==> src/rtl/diagv2_mmio_timer.sv <==
// rtl/diagv2_mmio_timer.sv - memory-mapped prescaled 64-bit machine timer with compare irq
// Optional auto-reload of MTIMECMP enabled by defining DIAGV2_TIMER_AUTORELOAD_EN.
module diagv2_mmio_timer #(
  parameter int DATA_W  = 64,
  parameter int ADDR_W  = 64,
  parameter int PRESC_W = 16
) (
  input  logic              clk,
  input  logic              reset,
  input  logic              sel,
  input  logic              we,
  input  logic [2:0]        memType,
  input  logic [ADDR_W-1:0] addr,
  input  logic [DATA_W-1:0] wd,
  output logic [DATA_W-1:0] rd,
  output logic              timer_irq
);

  logic [DATA_W-1:0]  mtime;
  logic [DATA_W-1:0]  mtimecmp;
  logic               en;
  logic               irqEn;
  logic               pend;
  logic [PRESC_W-1:0] prescale;
  logic [PRESC_W-1:0] pcnt;

  logic [2:0]        byteOff;
  logic [2:0]        wordSel;
  logic [1:0]        sizeSel;
  logic              misaligned;
  logic [7:0]        sizeMask;
  logic [7:0]        byteMask;
  logic [DATA_W-1:0] bitMask;
  logic [DATA_W-1:0] wdShift;
  logic [DATA_W-1:0] regWord;
  logic [DATA_W-1:0] laneData;
  logic [DATA_W-1:0] rdVal;

  assign byteOff = addr[2:0];
  assign wordSel = addr[5:3];
  assign sizeSel = memType[1:0];
  assign wdShift = wd << {byteOff, 3'b000};

  always_comb begin
    misaligned = 1'b0;
    sizeMask   = 8'h01;
    case (sizeSel)
      2'd1: begin misaligned = byteOff[0];      sizeMask = 8'h03; end
      2'd2: begin misaligned = |byteOff[1:0];   sizeMask = 8'h0F; end
      2'd3: begin misaligned = |byteOff;        sizeMask = 8'hFF; end
      default: ;
    endcase
    byteMask = sizeMask << byteOff;
    bitMask  = '0;
    for (int i = 0; i < 8; i++) bitMask[i*8 +: 8] = {8{byteMask[i]}};
  end

  logic wrEn, wrMtime, wrCmp, wrCtrl, wrPresc, pendClr;
  assign wrEn    = sel && we && !misaligned;
  assign wrMtime = wrEn && (wordSel == 3'd0);
  assign wrCmp   = wrEn && (wordSel == 3'd1);
  assign wrCtrl  = wrEn && (wordSel == 3'd2);
  assign wrPresc = wrEn && (wordSel == 3'd3);
  // W1C only when the store actually covers byte 0 of CTRL
  assign pendClr = wrCtrl && byteMask[0] && wdShift[2];

  logic [DATA_W-1:0] mtimeWr, cmpWr, ctrlWr, prescWr;
  assign mtimeWr = (mtime    & ~bitMask) | (wdShift & bitMask);
  assign cmpWr   = (mtimecmp & ~bitMask) | (wdShift & bitMask);
  assign ctrlWr  = ({{(DATA_W-3){1'b0}}, pend, irqEn, en} & ~bitMask) | (wdShift & bitMask);
  assign prescWr = ({{(DATA_W-PRESC_W){1'b0}}, prescale} & ~bitMask) | (wdShift & bitMask);

  logic tick, match;
  assign tick  = en && (pcnt == prescale);
  assign match = (mtime >= mtimecmp);

`ifdef DIAGV2_TIMER_AUTORELOAD_EN
  logic [DATA_W-1:0] reload;
  logic [DATA_W-1:0] reloadWr;
  logic              wrReload;
  logic              reloadHit;
  assign wrReload  = wrEn && (wordSel == 3'd4);
  assign reloadWr  = (reload & ~bitMask) | (wdShift & bitMask);
  // Reload compares against the value MTIME takes after this cycle's tick
  assign reloadHit = tick && !wrMtime && (reload != '0) && ((mtime + 1'b1) >= mtimecmp);
`endif

  logic unusedBits;
  assign unusedBits = ^{addr[ADDR_W-1:6], ctrlWr[DATA_W-1:3], prescWr[DATA_W-1:PRESC_W]};

  always_comb begin
    regWord = '0;
    case (wordSel)
      3'd0: regWord = mtime;
      3'd1: regWord = mtimecmp;
      3'd2: regWord[2:0] = {pend, irqEn, en};
      3'd3: regWord[PRESC_W-1:0] = prescale;
`ifdef DIAGV2_TIMER_AUTORELOAD_EN
      3'd4: regWord = reload;
`endif
      default: ;
    endcase
    laneData = regWord >> {byteOff, 3'b000};
    case (sizeSel)
      2'd0:    rdVal = {{(DATA_W-8){laneData[7] & ~memType[2]}}, laneData[7:0]};
      2'd1:    rdVal = {{(DATA_W-16){laneData[15] & ~memType[2]}}, laneData[15:0]};
      2'd2:    rdVal = {{(DATA_W-32){laneData[31] & ~memType[2]}}, laneData[31:0]};
      default: rdVal = laneData;
    endcase
    rd = (sel && !misaligned) ? rdVal : '0;
  end

  always_ff @(posedge clk or negedge reset) begin
    if (!reset) begin
      mtime     <= '0;
      mtimecmp  <= '1;
      en        <= 1'b0;
      irqEn     <= 1'b0;
      pend      <= 1'b0;
      prescale  <= '0;
      pcnt      <= '0;
      timer_irq <= 1'b0;
`ifdef DIAGV2_TIMER_AUTORELOAD_EN
      reload    <= '0;
`endif
    end else begin
      if (wrPresc || tick) pcnt <= '0;
      else if (en)         pcnt <= pcnt + 1'b1;

      if (wrMtime)   mtime <= mtimeWr;
      else if (tick) mtime <= mtime + 1'b1;

      if (wrCmp) mtimecmp <= cmpWr;
`ifdef DIAGV2_TIMER_AUTORELOAD_EN
      else if (reloadHit) mtimecmp <= mtimecmp + reload;
      if (wrReload) reload <= reloadWr;
`endif

      if (wrCtrl) begin
        en    <= ctrlWr[0];
        irqEn <= ctrlWr[1];
      end
      pend <= match | (pend & ~pendClr);

      if (wrPresc) prescale <= prescWr[PRESC_W-1:0];

      timer_irq <= pend & irqEn;
    end
  end

endmodule

==> config.mk <==
export PLATFORM = sky130hd
export DESIGN_NAME = diagv2_mmio_timer
export DESIGN_NICKNAME = d
export VERILOG_FILES = /design/src/rtl/diagv2_mmio_timer.sv
export SDC_FILE = /design/constraint.sdc
export NUM_CORES = 1
export LEC_CHECK = 0
export ABC_CLOCK_PERIOD_IN_PS = 3350
export BUFFER_PORTS_ARGS = -buffer_cell sky130_fd_sc_hd__buf_2
export CAP_MARGIN = 20
export CELL_PAD_IN_SITES_DETAIL_PLACEMENT = 1
export CELL_PAD_IN_SITES_GLOBAL_PLACEMENT = 1
export CORE_MARGIN = 2
export CORE_UTILIZATION = 40
export DETAILED_ROUTE_END_ITERATION = 8
export GPL_ROUTABILITY_DRIVEN = 0
export PLACE_DENSITY_LB_ADDON = 0.2
export SETUP_SLACK_MARGIN = 0.15
export SLEW_MARGIN = 20
export SYNTH_ARGS = -nofsm -noshare
export SYNTH_HDL_FRONTEND = slang
export SYNTH_SLANG_ARGS = --single-unit
==> constraint.sdc <==
create_clock -name clk -period 3.35 [get_ports clk]
set_clock_uncertainty 0.05 [all_clocks]
set_input_delay 0.67 -clock clk [delete_from_list [all_inputs] [get_ports clk]]
set_output_delay 0.67 -clock clk [all_outputs]
set_load 0.05 [all_outputs]
* Yosys cells after proc, flatten, opt, wreduce, memory -nomap -nowiden
Index checks and enable logic that the tools add are counted.
** Word-level totals
- Register bits :: 164
- Input port bits :: 135
- Output and inout port bits :: 65
- Word-level logic and storage cells :: 68
** Operators by class
- Add/sub/neg operators :: 2
- $lt $le $gt $ge :: 1
- Equality and inequality tests :: 7
- Shifts and indexed selects :: 3
- Mux-type cells :: 11
- Bitwise operators :: 18
- Reduce and logical (&&, ||, !) cells :: 18
** Operator list (number)
- 64-bit bitwise AND :: 3
- 64-bit 2-to-1 mux :: 3
- 64-bit one-hot mux with 3 select lines :: 1
- 64-bit bitwise OR :: 2
- 48-bit one-hot mux with 2 select lines :: 1
- 64-bit by 1-bit adder with 64-bit output, second input constant :: 1
- 64-bit >= comparator :: 1
- 64-bit NOT :: 1
- 64-bit by 6-bit << shifter with 64-bit output :: 1
- 64-bit by 6-bit >> shifter with 64-bit output :: 1
- 13-bit one-hot mux with 3 select lines :: 1
- 16-bit 2-to-1 mux :: 2
- 8-bit one-hot mux with 3 select lines :: 1
- 16-bit by 1-bit adder with 16-bit output, second input constant :: 1
- 16-bit bitwise AND :: 1
- 16-bit == test :: 1
- 16-bit bitwise OR :: 1
- 3-bit one-hot mux with 4 select lines :: 1
- 1-bit logical AND :: 10
- 8-bit by 3-bit << shifter with 8-bit output :: 1
- 3-bit by 2-bit == test with 1-bit output, second input constant :: 2
- 1-bit bitwise AND :: 5
- 2-bit == test, second input constant :: 2
- 2-bit nonzero test :: 2
- 13 further kinds :: 14

* Longest topological paths before layout
Gate-level depths: netlist of run 1.
- Depth after elaboration :: 10
- Gate-level depth with buffers :: 11
- Mapped depth without buffers :: 8

* Least setup slack after synthesis of run 1
No wires, ideal clock.
- Path type :: input-to-output
- Start point :: in addr[3]
- End point :: out rd[6]
- Arrival :: 3432 ps
- Data required time :: 2630 ps
- Slack :: -802 ps
- Stages on the path :: 9
- Buffers on the path :: 5
- Cell sequence :: buf_2 buf_2 buf_2 buf_4 buf_4 mux2i_1 o21ai_0 a22oi_1 a211oi_1
** On the way
- Cells in the longest elaborated chain, start to end :: 5
- Elaborated cells on any way between the ends :: 8
- Those cells by class :: eq/ne (2); shift (1); mux (4); reduce/logical (1)
** Ends and longest elaborated chain
- start: declaration :: line 13 : input logic [ADDR_W-1:0] addr,
- 3-bit by 2-bit == test with 1-bit output, or another cell as far along :: line 93 : case (wordSel)
- 13-bit one-hot mux with 3 select lines or 48-bit one-hot mux with 2 select lines (tied branches) :: line 93
- 64-bit by 6-bit >> shifter with 64-bit output (*) :: line 103 : laneData = regWord >> {byteOff, 3'b000};
- 64-bit one-hot mux with 3 select lines (*) :: line 104 : case (sizeSel)
- 64-bit 2-to-1 mux (*) :: line 110 : rd = (sel && !misaligned) ? rdVal : '0;
- end: declaration :: line 15 : output logic [DATA_W-1:0] rd,
Every way passes the cells marked *; elsewhere a longest branch is shown, timed or not.

==> reports/metrics.csv, run 1 <==
stage,metric,value,unit
floorplan,total core area,36800,um2
clocking,CTS Buf Count,17,
global_route,largest net degree at the start of global routing,72,
synth,"Seq/Total Area, Yosys",0.279,
drt,DRC Markers,0,
drt,Final ANT Viol Nets,0,
clocking,Worst-Skew Late Latency,470,ps
critical_path,crit-path cells,"mux2i_2, buf_4, o32ai_2, o211ai_1, o21ai_1, buf_4, o21ai_4, buf_4, o21ai_4, buf_2",
drt,DRT iter0 DRCs,2014,
floorplan,IO Count,200,
floorplan,row count,70,
floorplan,die area,39000,um2
drt,final wirelength,80.9,mm
timing,Worst-Margin Slew,1090,ps
synth,"Avg Cell Area, Syn",8.32,um2
critical_path,Worst EP required,2630,ps
synth,Async SR Flop Fraction,1.00,
drt,DR vias/cell,6.79,
critical_path,max incr delay on CP,600,ps
global_route,vias in the first global route,17700,
finish,n_diodes,0,
placed_design,DP Wirelength,58.6,mm
critical_path,Crit Path Class,reg -> out,
timing,slew margin rel.,0.270,
timing,unrepaired setup endpoints after global routing,yes,
clocking,Clock Tree Buf Depth,2,
timing,setup TNS,-13460,ps
critical_path,worst reg2reg path depth,6,
pwr,PwrDens,363,nW/um2
timing,clock period minus worst slack,3700,ps
finish,area delta synth->final,36.4,%
global_route,total grt overflow,0,
clocking,CTS tree,built,
drt,via count,17700,
finish,layout cells sized above 1,0.357,
timing,hold_ws,169,ps
critical_path,Critical Path Sink Type,primary output,
critical_path,Critical Path AT,2980,ps
synth,"flops & latches, synth",164,
synth,post-synthesis cell type count,81,
global_route,antenna violations before repair,0,
global_route,GRT Total Usage,0.394,
critical_path,CP dominant cell by count,buf_4,
finish,fin area,20400,um2
critical_path,Setup crit start kind,flop,
placed_design,DP Area,18500,um2
timing,Final Hold Viols,0,
timing,fmax,270,MHz
pwr,overall power,7430,uW
floorplan,Die H,198,um
timing,Final Worst Setup Slack,-348,ps
critical_path,Worst path slowest cell,dfstp_2,
placed_design,IO Port Bufs,141,
clocking,"CTS clk-pin slew, worst paths",80,ps
finish,fillers,4172,
finish,Final Net Count,2327,
clocking,Root Buffer,clkbuf_16,
drt,drt wl/cell,31.0,um
clocking,# clock sinks,164,
global_route,global-route wire length before repair,113,mm
synth,warnings from Yosys,0,
worst_hold_path,Hold/Removal Path Class,in -> async,
timing,Final period util,1.10,
floorplan,Die Width,198,um
synth,main flop type after synthesis,dfrtp_1,
pwr,Leakage Power,0.00874,uW
outcome,status,finished with violations,
timing,final setup vio count,57,
timing,Pins Over Slew Limit,0,
flow_run,maxcap violations,0,
synth,Post-synth EDFFs,0,
clocking,hold buffer count at CTS,0,
synth,synthesized area,15000,um2
critical_path,Crit Path Max Fanout,4,
finish,Util after Layout,0.556,
floorplan,Starting Density,0.407,
clocking,CTS H-tree depth,4,
drt,first drt pass iteration count,8,
synth,Synth Net Count,2002,
pwr,maximum VDD drop,354,uV
outcome,failing checks,setup timing,
synth,Cells after Synth,1801,
## power breakdown
part           internal [uW]  switching (uW)
Clock                   1050             968
Combinational           1080            1730
Sequential              2270             326
Total                   4400            3020
## cell families (layout without fill, tap and decap cells)
kind of cell,after synthesis,in the layout,synth area share
AO/OA/AOI/OAI,520,520,0.231
XOR/XNOR,32,32,0.0187
adder cells (fa/ha/maj),66,66,0.0551
buffers and inverters,211,549,0.0563
flip-flops,164,164,0.279
multiplexers,198,198,0.167
AND/OR/NAND/NOR,610,610,0.192
## area by class of cell
| cell class | count | area (um2) | share of cell area |
|---|---|---|---|
| multi-input combinational | 1426 | 11100 | 0.545 |
| sequential | 164 | 4190 | 0.205 |
| timing repair buffer | 422 | 3600 | 0.176 |
| tap | 468 | 586 | 0.0286 |
| clock buffer | 19 | 443 | 0.0217 |
| inverter | 95 | 357 | 0.0174 |
| clock inverter | 13 | 124 | 0.00606 |
## critical path: cells and delay by family, from the launching register on
kind	cells	cell delay, ps
compound gates	5	940
buf+inv	4	870
flops	1	600
mux	1	100
## per-layer routing
layer	vias up	part of all wire	GRT usage
li1	7383	-	-
met1	8944	0.38	0.509
met4	0	0.067	0.218
met2	1097	0.44	0.609
met3	289	0.11	0.0937
met5	-	0	0
## through the flow
step	cells	worst slack (ps)
finish	2607	-348
CTS	2594	-191
floorplan	1801	-267
detailed placement	2541	-350
global route	2607	-405
global placement	2541	-282
## synthesized netlist by cell type, drive strengths merged, types with 48 or more instances
master,number,share of area
dfstp,64,0.11
inv,95,0.024
nand3,57,0.019
o21ai,149,0.050
nand4,48,0.020
nand2,182,0.046
a21oi,99,0.033
mux2i,104,0.069
ha,66,0.055
clkbuf,69,0.017
dfrtp,100,0.17
nor2,183,0.046
mux2,58,0.044
## placed cells by master (no fill, tap or decap), drive strengths merged, types with 20 or more instances in the layout
cell / instances
a21o: 20
nor2: 183
a22oi: 32
nand2: 182
ha: 66
o21ai: 149
o211ai: 23
buf: 422
dfstp: 64
a211oi: 27
mux2: 58
nand4: 48
mux4: 36
nor4: 21
xnor2: 22
a21oi: 99
mux2i: 104
nand3: 57
nor3: 29
dfrtp: 100
inv: 100
o21a: 23
## timing repair
item                                   4_1_cts  5_1_grt
buffers inserted                            19       13
resized for setup                          212       67
gates cloned                                 2        0
pin swaps                                   27       18
endpoints found under the hold margin        0        0
setup endpoints to repair                   63       64
## final timing paths
kind | start | endpoint | slack (ps)
setup reg to reg | pcnt[2]$_DFFE_PN0P_ | flop | 50
min in group clk | flop | flop | 470
setup / recovery | flop | rd[35] | -350
hold reg to reg | flop | flop | 470
hold / removal | reset | pcnt[5]$_DFFE_PN0P_ | 170
max in group asynchronous | reset | asynchronous set/reset pin | 2130
Power figures use the tool's default switching activity.
==> run 2, diff against run 1 <==
--- a/config.mk
+++ b/config.mk
@@ -20,3 +20,4 @@
 export SYNTH_ARGS = -nofsm -noshare
 export SYNTH_HDL_FRONTEND = slang
 export SYNTH_SLANG_ARGS = --single-unit
+export TNS_END_PERCENT = 5
==> reports/metrics.csv, run 2 (synthesis gave the netlist of run 1 again) <==
stage,metric,value,unit,change
floorplan,IO Count,200,,unchanged
pwr,sw power,2940,uW,-2.8%
clocking,CTS Buf Count,17,,unchanged
placed_design,IO Port Bufs,141,,unchanged
pwr,maximum VDD drop,421,uV,+19%
drt,via count,17200,,-2.7%
drt,DRC Markers,0,,unchanged
floorplan,die area,39000,um2,unchanged
critical_path,Crit Path Max Fanout,7,,+3
floorplan,Die Width,198,um,unchanged
global_route,largest net degree at the start of global routing,62,,-14%
timing,Worst-Margin Slew,753,ps,-335 ps
critical_path,Critical Path Sink Type,primary output,,
finish,flip-flop and latch area,4190,um2,unchanged
pwr,clock share of power,0.287,,+0.015
critical_path,Crit Path Class,reg -> out,,
floorplan,row count,70,,unchanged
critical_path,Critical Path AT,2950,ps,-30 ps
finish,layout cells sized above 1,0.333,,-0.0246
timing,final setup vio count,59,,+3.5%
drt,DR vias/cell,6.67,,-1.8%
pwr,Logic pwr share,0.358,,-0.020
floorplan,Starting Density,0.407,,unchanged
clocking,Clock Tree Buf Depth,2,,unchanged
finish,Layout Cells excl Fill,2584,,-0.88%
critical_path,Setup crit start kind,flop,,
finish,most frequent cells in the layout,"buf_4 (234), nand2_1 (179), nor2_1 (166)",,
clocking,Root Buffer,clkbuf_16,,
drt,final wirelength,75.7,mm,-6.4%
timing,Final period util,1.10,,-0.00849
floorplan,total core area,36800,um2,unchanged
pwr,register share of total power,0.355,,+0.005
finish,area of the multi-input gates,10700,um2,-3.7%
clocking,# clock sinks,164,,unchanged
timing,Final Worst Setup Slack,-319,ps,+28.4 ps
clocking,CTS H-tree depth,4,,unchanged
clocking,"CTS clk-pin slew, worst paths",90,ps,about the same
global_route,global-route wire length before repair,110,mm,-2.6%
timing,Pins Over Slew Limit,0,,unchanged
drt,Final ANT Viol Nets,0,,unchanged
flow_run,maxcap violations,0,,unchanged
outcome,status,finished with violations,,
critical_path,Worst EP required,2630,ps,about the same
drt,first drt pass iteration count,7,,-1
global_route,total grt overflow,0,,unchanged
placed_design,DP Wirelength,58.8,mm,+0.23%
timing,Final Hold Viols,0,,unchanged
pwr,Leakage Power,0.00848,uW,-2.9%
timing,clock period minus worst slack,3670,ps,-28.4 ps
timing,fmax,273,MHz,+0.78%
drt,DRT iter0 DRCs,2045,,+1.5%
clocking,CTS tree,built,,
outcome,failing checks,setup timing,,
clocking,Worst-Skew Late Latency,480,ps,about the same
pwr,PwrDens,375,nW/um2,+3.1%
pwr,Sw Ratio,0.399,,-0.00813
clocking,hold buffer count at CTS,0,,unchanged
finish,fillers,4281,,+2.6%
placed_design,Inst Count DP,2541,,unchanged
global_route,vias in the first global route,17200,,-3.1%
finish,Final Net Count,2302,,-1.1%
worst_hold_path,Hold/Removal Path Class,in -> async,,
global_route,GRT Total Usage,0.383,,-0.0118
timing,slew margin rel.,0.494,,+0.225
pwr,cell internal pwr,4430,uW,+0.56%
timing,unrepaired setup endpoints after global routing,yes,,
global_route,antenna violations before repair,1,,+1
placed_design,DP Worst Slack,-552,ps,-202 ps
finish,"most common cell after layout, fill and taps aside",buf_4,,
floorplan,Die H,198,um,unchanged
drt,drt wl/cell,29.3,um,-5.6%
finish,area delta synth->final,31.3,%,
## run 2: cell types whose count changed in the layout (fill, tap and decap cells not counted), sizes merged
cell,change
clkinv,-2
bufinv,+1
buf,-33
diode,+2
clkbuf,+9
## run 2: worst paths after layout
kind	startpoint	end	slack (ps)	depth (start not counted)
min in group clk	flop	flop	480	2
min reg2reg	flop	flop	480	2
max	flop	rd[61]	-320	10
max in group asynchronous	reset	asynchronous set/reset pin	2190	2
min	reset	asynchronous set/reset pin	120	1
max reg2reg	flop	flop	370	7
## run 2: final cells by class
type | instances | area share
multi-input combinational | 1426 | 0.546
clock inverter | 12 | 0.00725
sequential | 164 | 0.213
tap | 468 | 0.0298
clock buffer | 20 | 0.0227
antenna | 2 | 0.000254
timing repair buffer | 397 | 0.164
inverter | 95 | 0.0181
## run 2: stage by stage
step                 util  TNS [ps]  power, uW  cell area [um2]  hold slack (ps)
CTS                 0.524    -16490       7190            19300              159
floorplan               -    -13900       3860            15600              324
global placement    0.500    -21730       4970            18400              448
finish              0.535    -14700       7370            19700              120
global route        0.535    -18600       7600            19700              167
detailed placement  0.500    -24820       5070            18400              458
## run 2: timing repair
| item | in CTS | in global routing |
|---|---|---|
| setup buffers | 6 | 2 |
| gates resized for setup | 72 | 103 |
| endpoints found under the setup margin | 63 | 64 |
| pin swaps | 5 | 18 |
| gates cloned | 1 | 0 |
## run 2: power groups by stage
stage	Clock, uW	Combinational, uW	Sequential (uW)
4_1_cts	2110	2500	2590
6_report	2120	2640	2620
3_3_place_gp	0	2360	2610
2_1_floorplan	0	1390	2460
5_1_grt	2200	2770	2630
3_5_place_dp	0	2450	2620
## run 2: critical path: stages, from the launching register on
cell	delay (ps)
dfrtp_2	450
mux4_2	520
a31o_4	250
a31oi_4	200
a2111oi_4	80
buf_4	160
buf_6	120
o31ai_4	310
buf_12	200
nor2_4	40
buf_8	150
## run 2: routing by layer
metal,global-route usage,part of all wire,up-vias
li1,-,-,7341
met4,0.197,0.061,2
met2,0.586,0.43,990
met5,0,0.00042,-
met1,0.509,0.41,8676
met3,0.0811,0.097,225
==> run 3, diff against run 2 <==
--- a/config.mk
+++ b/config.mk
@@ -12,6 +12,7 @@
 export CELL_PAD_IN_SITES_GLOBAL_PLACEMENT = 1
 export CORE_MARGIN = 2
 export CORE_UTILIZATION = 40
+export CTS_BUF_LIST = sky130_fd_sc_hd__clkbuf_8 sky130_fd_sc_hd__clkbuf_16
 export DETAILED_ROUTE_END_ITERATION = 8
 export GPL_ROUTABILITY_DRIVEN = 0
 export PLACE_DENSITY_LB_ADDON = 0.2
==> constraint.sdc (replaced) <==
create_clock -name clk -period 3.35 [get_ports clk]
set_clock_uncertainty 0.05 [all_clocks]
set_input_delay 0.1675 -clock clk [delete_from_list [all_inputs] [get_ports clk]]
set_output_delay 0.1675 -clock clk [all_outputs]
set_load 0.05 [all_outputs]
==> reports/metrics.csv, run 3 (synthesis gave the netlist of run 1 again) <==
stage,metric,value,unit,change
floorplan,total core area,36800,um2,unchanged
critical_path,Worst path slowest cell,mux4_2,,
critical_path,Critical Path Sink Type,primary output,,
worst_hold_path,hold path depth,3,,
global_route,global-route wire length before repair,106,mm,-4.4%
clocking,Worst-Skew Late Latency,480,ps,about the same
finish,fillers,4439,,+3.7%
critical_path,worst reg2reg path depth,6,,-1
timing,Pins Over Slew Limit,0,,unchanged
global_route,largest net degree at the start of global routing,63,,+1.6%
placed_design,DP Worst Slack,355,ps,+907 ps
finish,Util after Layout,0.474,,-0.0603
timing,final setup vio count,0,,-100%
timing,fmax,322,MHz,+18%
critical_path,crit-path cells,"mux4_2, a31o_2, a31oi_4, a2111oi_4, buf_4, o31ai_1, buf_4, nor2_1, clkbuf_4",,
floorplan,Die H,198,um,unchanged
drt,DRC Markers,0,,unchanged
timing,setup TNS,0,ps,+14700 ps
critical_path,CP dominant cell by count,buf_4,,
drt,DRT iter0 DRCs,1959,,-4.2%
worst_hold_path,Hold/Removal Path Class,in -> reg,,
timing,Final Worst Setup Slack,242,ps,+562 ps
flow_run,maxcap violations,0,,unchanged
placed_design,IO Port Bufs,141,,unchanged
timing,Final period util,0.928,,-0.168
critical_path,Crit Path Class,reg -> out,,
finish,area delta synth->final,16.5,%,
finish,most frequent cells in the layout,"nand2_1 (181), nor2_1 (181), o21ai_0 (146)",,
floorplan,Die Width,198,um,unchanged
timing,Worst-Margin Slew,966,ps,+213 ps
floorplan,Starting Density,0.407,,unchanged
global_route,antenna violations before repair,2,,+1
critical_path,Setup crit start kind,flop,,
critical_path,reg2reg setup slack,430,ps,+60 ps
finish,Final Net Count,2167,,-5.9%
global_route,vias in the first global route,16400,,-4.6%
critical_path,max incr delay on CP,530,ps,about the same
worst_hold_path,hold path start,wd[4],,
drt,final wirelength,71.0,mm,-6.1%
critical_path,Worst EP required,3130,ps,+500 ps
critical_path,reg2reg start,pcnt[3]$_DFFE_PN0P_,,
drt,Final ANT Viol Nets,0,,unchanged
drt,via count,16300,,-5.6%
pwr,PwrDens,400,nW/um2,+6.8%
floorplan,die area,39000,um2,unchanged
clocking,# clock sinks,164,,unchanged
critical_path,Critical Path AT,2890,ps,-60 ps
finish,layout cells sized above 1,0.240,,-0.0930
floorplan,IO Count,200,,unchanged
pwr,maximum VDD drop,422,uV,+0.36%
timing,unrepaired setup endpoints after global routing,yes,,
clocking,CTS Buf Count,17,,unchanged
drt,drt wl/cell,29.0,um,-0.93%
drt,first drt pass iteration count,5,,-2
placed_design,DP Wirelength,55.2,mm,-6.1%
outcome,status,"finished, final reports clean",,
clocking,CTS tree,built,,
timing,clock period minus worst slack,3110,ps,-562 ps
timing,Final Hold Viols,0,,unchanged
floorplan,row count,70,,unchanged
global_route,GRT Total Usage,0.366,,-0.0164
pwr,Leakage Power,0.00760,uW,-10%
global_route,total grt overflow,0,,unchanged
timing,slew margin rel.,0.354,,-0.141
drt,DR vias/cell,6.65,,-0.36%
critical_path,Crit Path Max Fanout,8,,+1
clocking,Clock Tree Buf Depth,2,,unchanged
pwr,overall power,6980,uW,-5.3%
clocking,"CTS clk-pin slew, worst paths",80,ps,about the same
clocking,Root Buffer,clkbuf_16,,
clocking,CTS H-tree depth,4,,unchanged
-- run 3: changes by cell type in the layout (fill, tap and decap cells not counted), moves of 19 or more --
cell | before | now
buf_6 | 50 | 2
o21ai_2 | 20 | 1
buf_4 | 234 | 114
o21ai_4 | 21 | 0
buf_2 | 81 | 132
o21ai_0 | 105 | 146
-- run 3: per-stage QoR --
stage	std cells	hold slack, ps	cell area [um2]
5_1_grt	2447	56.8	17500
2_1_floorplan	1801	-178	15000
3_3_place_gp	2408	24.5	16800
4_1_cts	2446	19.6	17400
3_5_place_dp	2408	25.5	16800
6_report	2448	47.1	17500
-- run 3: metal layers --
metal,global-route usage,up-vias,share of wire
li1,-,7062,-
met5,0,-,0.00023
met1,0.492,8097,0.42
met4,0.175,2,0.053
met3,0.0888,186,0.099
met2,0.553,921,0.43
-- run 3: cell type report --
class                           instances  area, um2  area share
Sequential cell                       164       4190       0.240
Inverter                               95        357      0.0204
Antenna cell                            1       2.50    0.000143
Multi-Input combinational cell       1426      10000       0.574
Tap cell                              468        586      0.0335
Clock inverter                         15        144     0.00824
Timing Repair Buffer                  262       1730      0.0994
Clock buffer                           17        425      0.0244
-- run 3: worst max path at each step --
stage,startpoint,end,slack (ps),cells past startpoint
after floorplan,addr[3],rd[6],200,9
after global routing,flop,rd[49],130,9
after detailed placement,addr[3],rd[39],360,9
after global placement,addr[3],rd[39],450,9
after CTS,flop,rd[11],140,7
final,flop,rd[63],240,9
-- run 3: power by group --
group	switching (uW)	internal, uW	leakage [uW]
logic	1510	832	0.00544
clock network	1020	1040	0.000274
registers	306	2270	0.00189
total	2840	4150	0.00760
-- run 3: critical path, delay by kind of cell (launching register included) --
kind / cells / cell delay [ps]
compound gates: 4 / 810
buf+inv: 3 / 600
mux: 1 / 530
flops: 1 / 400
simple gates: 1 / 70
-- run 3: what timing repair did --
action                                 CTS  global route
setup endpoints to repair               55            55
hold buffers                             6             0
endpoints found under the hold margin   67             0
buffers inserted                         0             1
resized for setup                        5            10
pin swaps                                0             1
